===== src/rtl/pwm_pkg.sv =====
// pwm_pkg: shared default widths and ramp sequencer state encoding
package pwm_pkg;
  localparam int DW_DEF = 16;
  localparam int HW_DEF = 8;
  typedef enum logic [1:0] {IDLE, RAMP, STEADY, STOPPING} pwm_ramp_state_e;
endpackage


===== src/rtl/pwm_presc.sv =====
// pwm_presc: free-running prescaler producing a registered one-cycle clock-enable tick
module pwm_presc (
  input  logic        CLK,
  input  logic        RST_N,
  input  logic [15:0] CFG_PRESC,
  output logic        PWM_CLKE
);
  logic [15:0] pre_cnt;
  // wrap on >= so lowering PRESC below the running count wraps at once instead of stalling
  always_ff @(posedge CLK or negedge RST_N)
    if (!RST_N) begin
      pre_cnt  <= '0;
      PWM_CLKE <= 1'b0;
    end else begin
      PWM_CLKE <= pre_cnt >= CFG_PRESC;
      pre_cnt  <= pre_cnt >= CFG_PRESC ? '0 : pre_cnt + 16'd1;
    end
endmodule


===== src/rtl/pwm_ramp_ctrl.sv =====
// pwm_ramp_ctrl: sequences one pwm_ch, ramping its duty toward a target once per N periods
module pwm_ramp_ctrl
  import pwm_pkg::*;
#(
  parameter int DW = DW_DEF,
  parameter int HW = HW_DEF
) (
  input  logic          CLK,
  input  logic          RST_N,
  input  logic [15:0]   CFG_PRESC,
  input  logic [DW-1:0] CFG_PERIOD,
  input  logic [DW-1:0] CFG_TARGET,
  input  logic [DW-1:0] CFG_STEP,
  input  logic [HW-1:0] CFG_HOLD,
  input  logic          CMD_START,
  input  logic          CMD_STOP,
  output logic          PWM_CLKE,
  output logic          PWM_EN,
  output logic [DW-1:0] PWM_PERIOD,
  output logic [DW-1:0] PWM_DUTY,
  output logic          BUSY,
  output logic          DONE
);
  localparam logic [DW-1:0] ONE = 1;
  localparam logic [HW-1:0] HONE = 1;
  pwm_ramp_state_e state;
  logic [DW-1:0] target, step, per_cnt, diff, stepped;
  logic [HW-1:0] hold, hold_cnt;
  logic armed, per_end, arrive, up, start_ok, stop_ok;

  pwm_presc u_presc (
    .CLK      (CLK),
    .RST_N    (RST_N),
    .CFG_PRESC(CFG_PRESC),
    .PWM_CLKE (PWM_CLKE)
  );

  assign per_end  = PWM_CLKE && armed && per_cnt == PWM_PERIOD;
  assign stop_ok  = CMD_STOP && (state == RAMP || state == STEADY);
  assign start_ok = CMD_START && !CMD_STOP && state != STOPPING;

  // mirror of the channel counter; the first tick after enable is the channel's latch tick
  always_ff @(posedge CLK or negedge RST_N)
    if (!RST_N) begin
      per_cnt <= '0;
      armed   <= 1'b0;
    end else if (!PWM_EN) begin
      per_cnt <= '0;
      armed   <= 1'b0;
    end else if (PWM_CLKE) begin
      armed   <= 1'b1;
      per_cnt <= (!armed || per_cnt == PWM_PERIOD) ? '0 : per_cnt + ONE;
    end

  // next duty one step toward target, landing exactly on target when within reach
  always_comb begin
    up      = target >= PWM_DUTY;
    diff    = up ? target - PWM_DUTY : PWM_DUTY - target;
    stepped = (step == '0 || diff <= step) ? target : (up ? PWM_DUTY + step : PWM_DUTY - step);
  end

  // sequencer: accept commands, step duty on period ends, shut the channel down on stop
  always_ff @(posedge CLK or negedge RST_N)
    if (!RST_N) begin
      state      <= IDLE;
      PWM_EN     <= 1'b0;
      PWM_PERIOD <= '0;
      PWM_DUTY   <= '0;
      BUSY       <= 1'b0;
      DONE       <= 1'b0;
      target     <= '0;
      step       <= '0;
      hold       <= '0;
      hold_cnt   <= '0;
      arrive     <= 1'b0;
    end else begin
      DONE <= 1'b0;
      if (stop_ok) begin
        state  <= STOPPING;
        BUSY   <= 1'b1;
        arrive <= 1'b0;
      end else if (start_ok) begin
        if (state == IDLE) begin
          PWM_PERIOD <= CFG_PERIOD;
          PWM_EN     <= 1'b1;
        end
        target   <= CFG_TARGET;
        step     <= CFG_STEP;
        hold     <= CFG_HOLD;
        hold_cnt <= '0;
        arrive   <= 1'b0;
        state    <= CFG_TARGET == PWM_DUTY ? STEADY : RAMP;
        BUSY     <= CFG_TARGET != PWM_DUTY;
        DONE     <= CFG_TARGET == PWM_DUTY;
      end else if (state == RAMP && arrive) begin
        state  <= STEADY;
        BUSY   <= 1'b0;
        DONE   <= 1'b1;
        arrive <= 1'b0;
      end else if (state == RAMP && per_end) begin
        hold_cnt <= hold_cnt == hold ? '0 : hold_cnt + HONE;
        if (hold_cnt == hold) begin
          PWM_DUTY <= stepped;
          arrive   <= stepped == target;
        end
      end else if (state == STOPPING && per_end) begin
        state    <= IDLE;
        PWM_EN   <= 1'b0;
        PWM_DUTY <= '0;
        BUSY     <= 1'b0;
      end
    end
endmodule


===== config.mk =====
export PLATFORM = sky130hd
export DESIGN_NAME = pwm_ramp_ctrl
export DESIGN_NICKNAME = d
export VERILOG_FILES = /design/src/rtl/pwm_pkg.sv /design/src/rtl/pwm_presc.sv /design/src/rtl/pwm_ramp_ctrl.sv
export SDC_FILE = /design/constraint.sdc
export NUM_CORES = 1
export LEC_CHECK = 0
export CORE_ASPECT_RATIO = 0.5
export CORE_MARGIN = 4
export CORE_UTILIZATION = 45
export CTS_CLUSTER_DIAMETER = 60
export CTS_CLUSTER_SIZE = 14
export DETAILED_ROUTE_END_ITERATION = 8
export GPL_TIMING_DRIVEN = 0
export HOLD_SLACK_MARGIN = 0.12
export PLACE_DENSITY = 0.65
export SLEW_MARGIN = 20
export SYNTH_ARGS = -nofsm -noshare
export SYNTH_HDL_FRONTEND = slang
export SYNTH_HIERARCHICAL = 1
export SYNTH_SLANG_ARGS = --single-unit

===== constraint.sdc =====
create_clock -name CLK -period 4.72 [get_ports CLK]
set_clock_uncertainty 0.1 [all_clocks]
set_input_delay 0.472 -clock CLK [delete_from_list [all_inputs] [get_ports CLK]]
set_output_delay 0.472 -clock CLK [all_outputs]
set_load 0.05 [all_outputs]

==> out/metrics.cfg, run 1 <==
[run_status]
status=complete, but fails checks
violations=negative setup slack

[layout]
diodes=0
drive_above_1_share=0.211
syn_to_final_growth_pct=36.4
final_core_util=0.636
layout.nets=1406

[worst_hold_path]
hold_start=per_cnt[15]
hold_end=per_cnt[15]
whs_path_depth=1
hp-class=reg -> reg

[power]
p_leak_uw=0.00555
vdd_drop_max_mv=0.487
power_uw=11000
powerDensity_mw_per_mm2=869

[synth]
ys_seq_area_frac=0.322
netlist_area_mm2=0.00925
syn_area_per_cell_um2=8.72
ys_ff_latch=119
yosysWarningCount=6
async_flop_share=1.00
ys_types=69
synthCells=1060
syn_nets=1224
synth_ff_type=dfrtp_1
synth_edf_count=0

[detailed_routing]
dr.pass1.iters=5
routed_wirelength_mm=28.7
num_vias=8624
drtIter0Drc=658
drc=0
via_per_inst=5.68
wl_per_cell_um=18.9
antenna_left=0

[cts]
clock-sinks=119
clock_path_buffers=2
cts_buffers=17
clk-insertion-delay-late_ps=430
htreeDepth=4
clk_pin_slew_ps=50
cts_root_buf=clkbuf_16
cts_tree=yes

[sta]
slew_headroom=0.476
fin_crit_sh=1.03
setup_ws_ps=-151
setup_tns_ps=-322
fin_hold_ws_ps=397
fmax_ghz=0.205
min_period_ps=4870
setup_viol=7
slew_violations=0
hold_viol=0
rsz0062_at_grt=true
worstMarginPinSlew_ps=784

[worst_setup_path]
critPathCaptureType=flop
required_ps=4970
ff2ff_setup_slack_ps=-150
r2r-start=PWM_DUTY[9]
crit_arrival_ps=5120
worstSetupPathType=reg -> reg
cp-start-kind=flop
crit_path_max_fanout=5
reg2reg_to=arrive
reg2reg_depth=22

[die]
rows=36
die_area_mm2=0.0230
die_w_um=211
boundaryPins=112
core_area_mm2=0.0198
initial_utilization=0.467
die_y_um=109

[placed_design]
gp_congestion=0.934
place.port_buffers=111
post-dp-hpwl_mm=20.2

[grt]
grt_antenna_before_repair=1
grt_pass1_vias=8428
track_usage=0.238
grt_pass1_wl_mm=43.1
grt_max_degree=71
grt_overflow=0

[job]
cap_violations=0

-- registers in the layout, summed over array words and instances (netlist names) --
register          cells
PWM_DUTY             16
PWM_PERIOD           16
per_cnt              16
step                 16
target               16
u_presc/pre_cnt      16
hold                  8
hold_cnt              8
BUSY                  1
DONE                  1
PWM_EN                1
armed                 1
arrive                1
state                 1
u_presc/PWM_CLKE      1
-- cells by family after synthesis --
family	after synthesis	share of synthesized area
XOR/XNOR	113	0.107
AND/OR/NAND/NOR	307	0.171
buffers and inverters	132	0.0563
AO/OA/AOI/OAI	260	0.174
adder cells (fa/ha/maj)	88	0.121
flip-flops	119	0.322
multiplexers	41	0.0482
-- how the worst max path moves through the flow --
stage | endpoint | from | slack (ps) | cells past startpoint
final | arrive | PWM_DUTY[9] | -150 | 22
after detailed placement | PWM_DUTY[15] | PWM_DUTY[5] | -1040 | 19
after global routing | arrive | target[7] | -220 | 21
after floorplan | arrive | PWM_DUTY[9] | 10 | 22
after global placement | PWM_DUTY[3] | RST_N | -2240 | 1
after CTS | arrive | PWM_DUTY[9] | -30 | 22
-- cell usage in the layout (no fill, tap or decap), types with 7 or more instances in the layout --
| cell type | Yosys | final |
|---|---|---|
| dfrtp_1 | 119 | 102 |
| nor4_2 | 10 | 10 |
| ha_4 | 0 | 11 |
| nor2b_1 | 10 | 9 |
| clkdlybuf4s50_1 | 0 | 110 |
| clkbuf_1 | 22 | 18 |
| ha_1 | 85 | 72 |
| buf_4 | 0 | 53 |
| nor2_1 | 52 | 42 |
| a21oi_2 | 2 | 10 |
| clkbuf_16 | 0 | 19 |
| dfrtp_2 | 0 | 17 |
| xnor2_2 | 0 | 13 |
| a21o_1 | 24 | 24 |
| nand3_1 | 27 | 25 |
| inv_1 | 88 | 83 |
| o21ai_1 | 16 | 23 |
| nor4_1 | 21 | 21 |
| buf_6 | 1 | 10 |
| xor2_1 | 53 | 49 |
| xnor2_1 | 60 | 45 |
| nand4_1 | 24 | 24 |
| nand2_1 | 97 | 97 |
| o21ai_0 | 90 | 79 |
| mux2i_1 | 13 | 11 |
| a21oi_1 | 59 | 46 |
| a31oi_1 | 11 | 7 |
| mux2_2 | 28 | 26 |
| nand2b_1 | 13 | 12 |
| nor3_1 | 13 | 12 |
| and3_1 | 14 | 14 |
-- per-stage QoR --
step	area, µm²	instances	worst slack (ps)
after global routing	12600	1519	-219
after detailed placement	10700	1438	-1040
final	12600	1519	-151
after floorplan	9270	1060	10.4
after global placement	10700	1437	-2240
after CTS	12100	1509	-27.8
-- critical path, stage by stage, from the launching register on --
cell,delay [ps]
dfrtp_2,400
inv_2,60
ha_4,280
buf_6,110
nand4_1,170
a311oi_2,360
a211oi_2,100
a21oi_2,210
buf_6,130
buf_8,110
buf_4,140
nor2_4,40
xnor2_2,310
ha_4,280
inv_1,70
o21ai_2,60
xor2_1,190
xnor2_1,310
o221ai_2,160
a2111o_1,440
a2111oi_4,320
nand4_1,250
o21ai_1,190
-- layout make-up --
| class | instances | area [µm²] |
|---|---|---|
| multi-input combinational | 809 | 6440 |
| tap | 266 | 333 |
| clock inverter | 8 | 146 |
| inverter | 89 | 340 |
| fill | 1604 | 7210 |
| clock buffer | 22 | 474 |
| sequential | 119 | 3000 |
| timing repair buffer | 169 | 1620 |
| buffer | 37 | 253 |
-- power by group --
group          total [µW]  internal, µW  leakage [µW]  switching [µW]
sequential           1650          1320       0.00148             323
combinational        7920          3580       0.00377            4340
clock                1400           918      0.000302             478
-- synthesized netlist by cell type, drive strengths merged (6+ instances only) --
| master | n | area (µm²) |
|---|---|---|
| dfrtp | 119 | 2980 |
| a31oi | 11 | 68.8 |
| nand2 | 97 | 364 |
| xor2 | 53 | 464 |
| nor2b | 10 | 62.6 |
| nand2b | 13 | 81.3 |
| inv | 89 | 334 |
| nor3 | 14 | 75.1 |
| buf | 21 | 104 |
| mux2 | 28 | 315 |
| nor2 | 52 | 195 |
| and3 | 14 | 87.6 |
| o31ai | 7 | 66.3 |
| o21ai | 106 | 531 |
| or3 | 8 | 55.1 |
| nand4 | 24 | 150 |
| mux2i | 13 | 130 |
| o21a | 6 | 45.0 |
| xnor2 | 60 | 526 |
| ha | 85 | 1060 |
| a21o | 24 | 180 |
| nand3 | 27 | 135 |
| a21oi | 61 | 313 |
| nor4 | 31 | 257 |
| clkbuf | 22 | 82.6 |
-- per-layer routing --
layer  wire, µm  vias up  part of all wire  track usage
met3       1910       62             0.066       0.0539
met5          0        -                 0            0
met4        747        0             0.026       0.0906
met2      13500      288              0.47        0.389
li1           -     4105                 -            -
met1      12600     4169              0.44        0.312
-- repair_timing --
action	4_1_cts	5_1_grt
gates resized for setup	72	92
hold endpoints to repair	69	0
endpoints found under the setup margin	17	17
hold buffers	1	0
cloned	1	1
setup buffers	43	11
pin swaps	28	50
(Power assumes the default switching activity.)
==> inputs of run 2 (changes only) <==
- CORE_UTILIZATION: 45 -> 44
- PLACE_DENSITY: 0.65 -> 0.64
==> run 2 against run 1 <==
Compared with the run above: count of clock-buffer cells in the layout fell by 1; wire length is 0.97% higher; die area up 2.1%; highest routed layer unchanged; sequential cell count unchanged; setup slack better by 18 ps; sequential power hardly changed; first-iteration DRC count increased by 3.5%; via count grew 0.78%; critical path type unchanged; the run still ends with negative setup slack left; hold slack better by 15 ps; final area is essentially flat.
==> out/metrics.cfg, run 2 (synthesis results as in run 1) <==
[layout]
drive_above_1_share=0.205  ; -0.00609
multiInputGateArea_mm2=0.00633  ; -1.8%
regArea_mm2=0.00300  ; +0.17%
layout_commonest_cell=clkdlybuf4s50_1
finalNonFillerCells=1534  ; +0.99%
syn_to_final_growth_pct=36.4  ; about the same
layout.nets=1412  ; +0.43%
diodes=0  ; unchanged
final_cell_mix=110 x clkdlybuf4s50_1, 98 x dfrtp_1, 97 x nand2_1, 83 x inv_1, 73 x ha_1
fin_area_mm2=0.0126  ; about the same
n_fill_cell=1784  ; +11%

[worst_setup_path]
cp-start-kind=flop
crit_arrival_ps=5120  ; about the same
critPathCaptureType=flop
worstSetupPathType=reg -> reg
required_ps=4990  ; +20 ps
crit_path_max_fanout=6  ; +1

[grt]
grt_antenna_before_repair=1  ; unchanged
grt_max_degree=69  ; -2.8%
track_usage=0.241  ; +0.00309
grt_pass1_vias=8489  ; +0.72%
grt_overflow=0  ; unchanged
grt_pass1_wl_mm=44.8  ; +3.8%

[die]
initial_utilization=0.449  ; -0.0177
core_area_mm2=0.0206  ; +3.9%
rows=37  ; +2.8%
boundaryPins=112  ; unchanged
die_area_mm2=0.0235  ; +2.1%
die_w_um=213  ; +1.1%
die_y_um=111  ; +1.0%

[power]
vdd_drop_max_mv=0.520  ; +6.8%
p_leak_uw=0.00552  ; -0.40%
powerDensity_mw_per_mm2=852  ; -2.0%

[cts]
clock-sinks=119  ; unchanged
htreeDepth=4  ; unchanged
cts_tree=yes
clock_path_buffers=2  ; unchanged
clk_pin_slew_ps=60  ; about the same
cts_root_buf=clkbuf_16
clk-insertion-delay-late_ps=450  ; +20 ps
cts_buffers=17  ; unchanged

[detailed_routing]
via_per_inst=5.67  ; -0.21%
routed_wirelength_mm=29.0  ; +0.97%
dr.pass1.iters=5  ; unchanged
num_vias=8691  ; +0.78%
drtIter0Drc=681  ; +3.5%
wl_per_cell_um=18.9  ; about the same
antenna_left=0  ; unchanged
drc=0  ; unchanged

[sta]
fmax_ghz=0.206  ; +0.36%
rsz0062_at_grt=true
min_period_ps=4850  ; -17.6 ps
hold_viol=0  ; unchanged
worstMarginPinSlew_ps=889  ; +105 ps
fin_crit_sh=1.03  ; -0.00372
setup_viol=15  ; +8
setup_ws_ps=-133  ; +17.6 ps
slew_headroom=0.406  ; -0.0703
slew_violations=0  ; unchanged

[job]
cap_violations=0  ; unchanged

[placed_design]
place.port_buffers=111  ; unchanged
gp_congestion=0.953  ; +2.1%
post-dp-hpwl_mm=20.9  ; +3.1%
dpl_cell_area_mm2=0.0108  ; about the same
place_inst=1445  ; +0.49%

[worst_hold_path]
hp-class=reg -> reg

[run_status]
violations=negative setup slack
status=complete, but fails checks

## run 2: changes by cell type in the layout (fill, tap and decap cells not counted), sizes merged
| cell | previous run | this run |
|---|---|---|
| buf | 74 | 81 |
| clkinv | 3 | 6 |
| bufbuf | 1 | 0 |
| clkbuf | 42 | 41 |
## run 2: report_power, final
part	switching (µW)	leakage (µW)	internal, µW	total [µW]
sequential	310	0.00147	1330	1640
combinational	4180	0.00374	3490	7670
clock	512	0.000313	926	1440
total	5000	0.00552	5740	10700
## run 2: critical path, cell delays in order, from the launching register on
cell      delay (ps)
dfrtp_2          390
inv_2             50
ha_4             260
buf_6            110
nand4_1          230
a311oi_4         390
a211oi_4         100
a21oi_4          220
buf_12           140
buf_8            100
inv_8             40
nor3b_4          210
o32ai_2          130
a221oi_2         260
xnor2_1          130
ha_1             310
nand4_1          150
or3_4            380
o221ai_2         130
o211ai_1         120
buf_4            170
buf_12           130
buf_8            130
mux2_4           290
o21ai_2          110
## run 2: through the flow
step	setup TNS [ps]	power, µW	hold WS, ps	utilization	setup slack [ps]
3_5_place_dp	-21170	7060	407	0.522	-1410
5_1_grt	-4310	11400	443	0.612	-346
3_3_place_gp	-244400	6970	395	0.521	-2330
4_1_cts	-66.0	9710	414	0.588	-66.0
6_report	-959	10700	411	0.612	-133
2_1_floorplan	0	5610	76.4	-	10.4
## run 2: final timing paths
kind                              from             to  slack (ps)  depth (start not counted)
max in group asynchronous        RST_N      target[2]        3250                          3
min reg2reg                per_cnt[15]    per_cnt[15]         410                          1
max                        PWM_DUTY[9]    PWM_DUTY[6]        -130                         24
min in group asynchronous        RST_N  PWM_PERIOD[1]         530                          2
min                        per_cnt[15]    per_cnt[15]         410                          1
max reg2reg                PWM_DUTY[9]    PWM_DUTY[6]        -130                         24
## run 2: routing by layer
| metal | global-route usage | up-vias | wire [µm] |
|---|---|---|---|
| met5 | 0 | - | 0 |
| met4 | 0.0630 | 0 | 571 |
| met3 | 0.0639 | 44 | 2070 |
| met2 | 0.372 | 301 | 13000 |
| met1 | 0.336 | 4218 | 13300 |
| li1 | - | 4128 | - |
## run 2: what timing repair did
action                     in CTS  in global routing
buffers inserted               39                 19
resized for setup              97                 76
pin swaps                      41                 41
cloned                          1                  1
hold buffers                    1                  0
setup endpoints to repair      17                 17
hold endpoints to repair       67                  0
## run 2: layout make-up
cell class | count | share of cell area
multi-input combinational | 809 | 0.502
sequential | 119 | 0.238
timing repair buffer | 173 | 0.133
clock buffer | 21 | 0.0373
inverter | 89 | 0.0274
tap | 273 | 0.0271
buffer | 39 | 0.0217
clock inverter | 11 | 0.0137
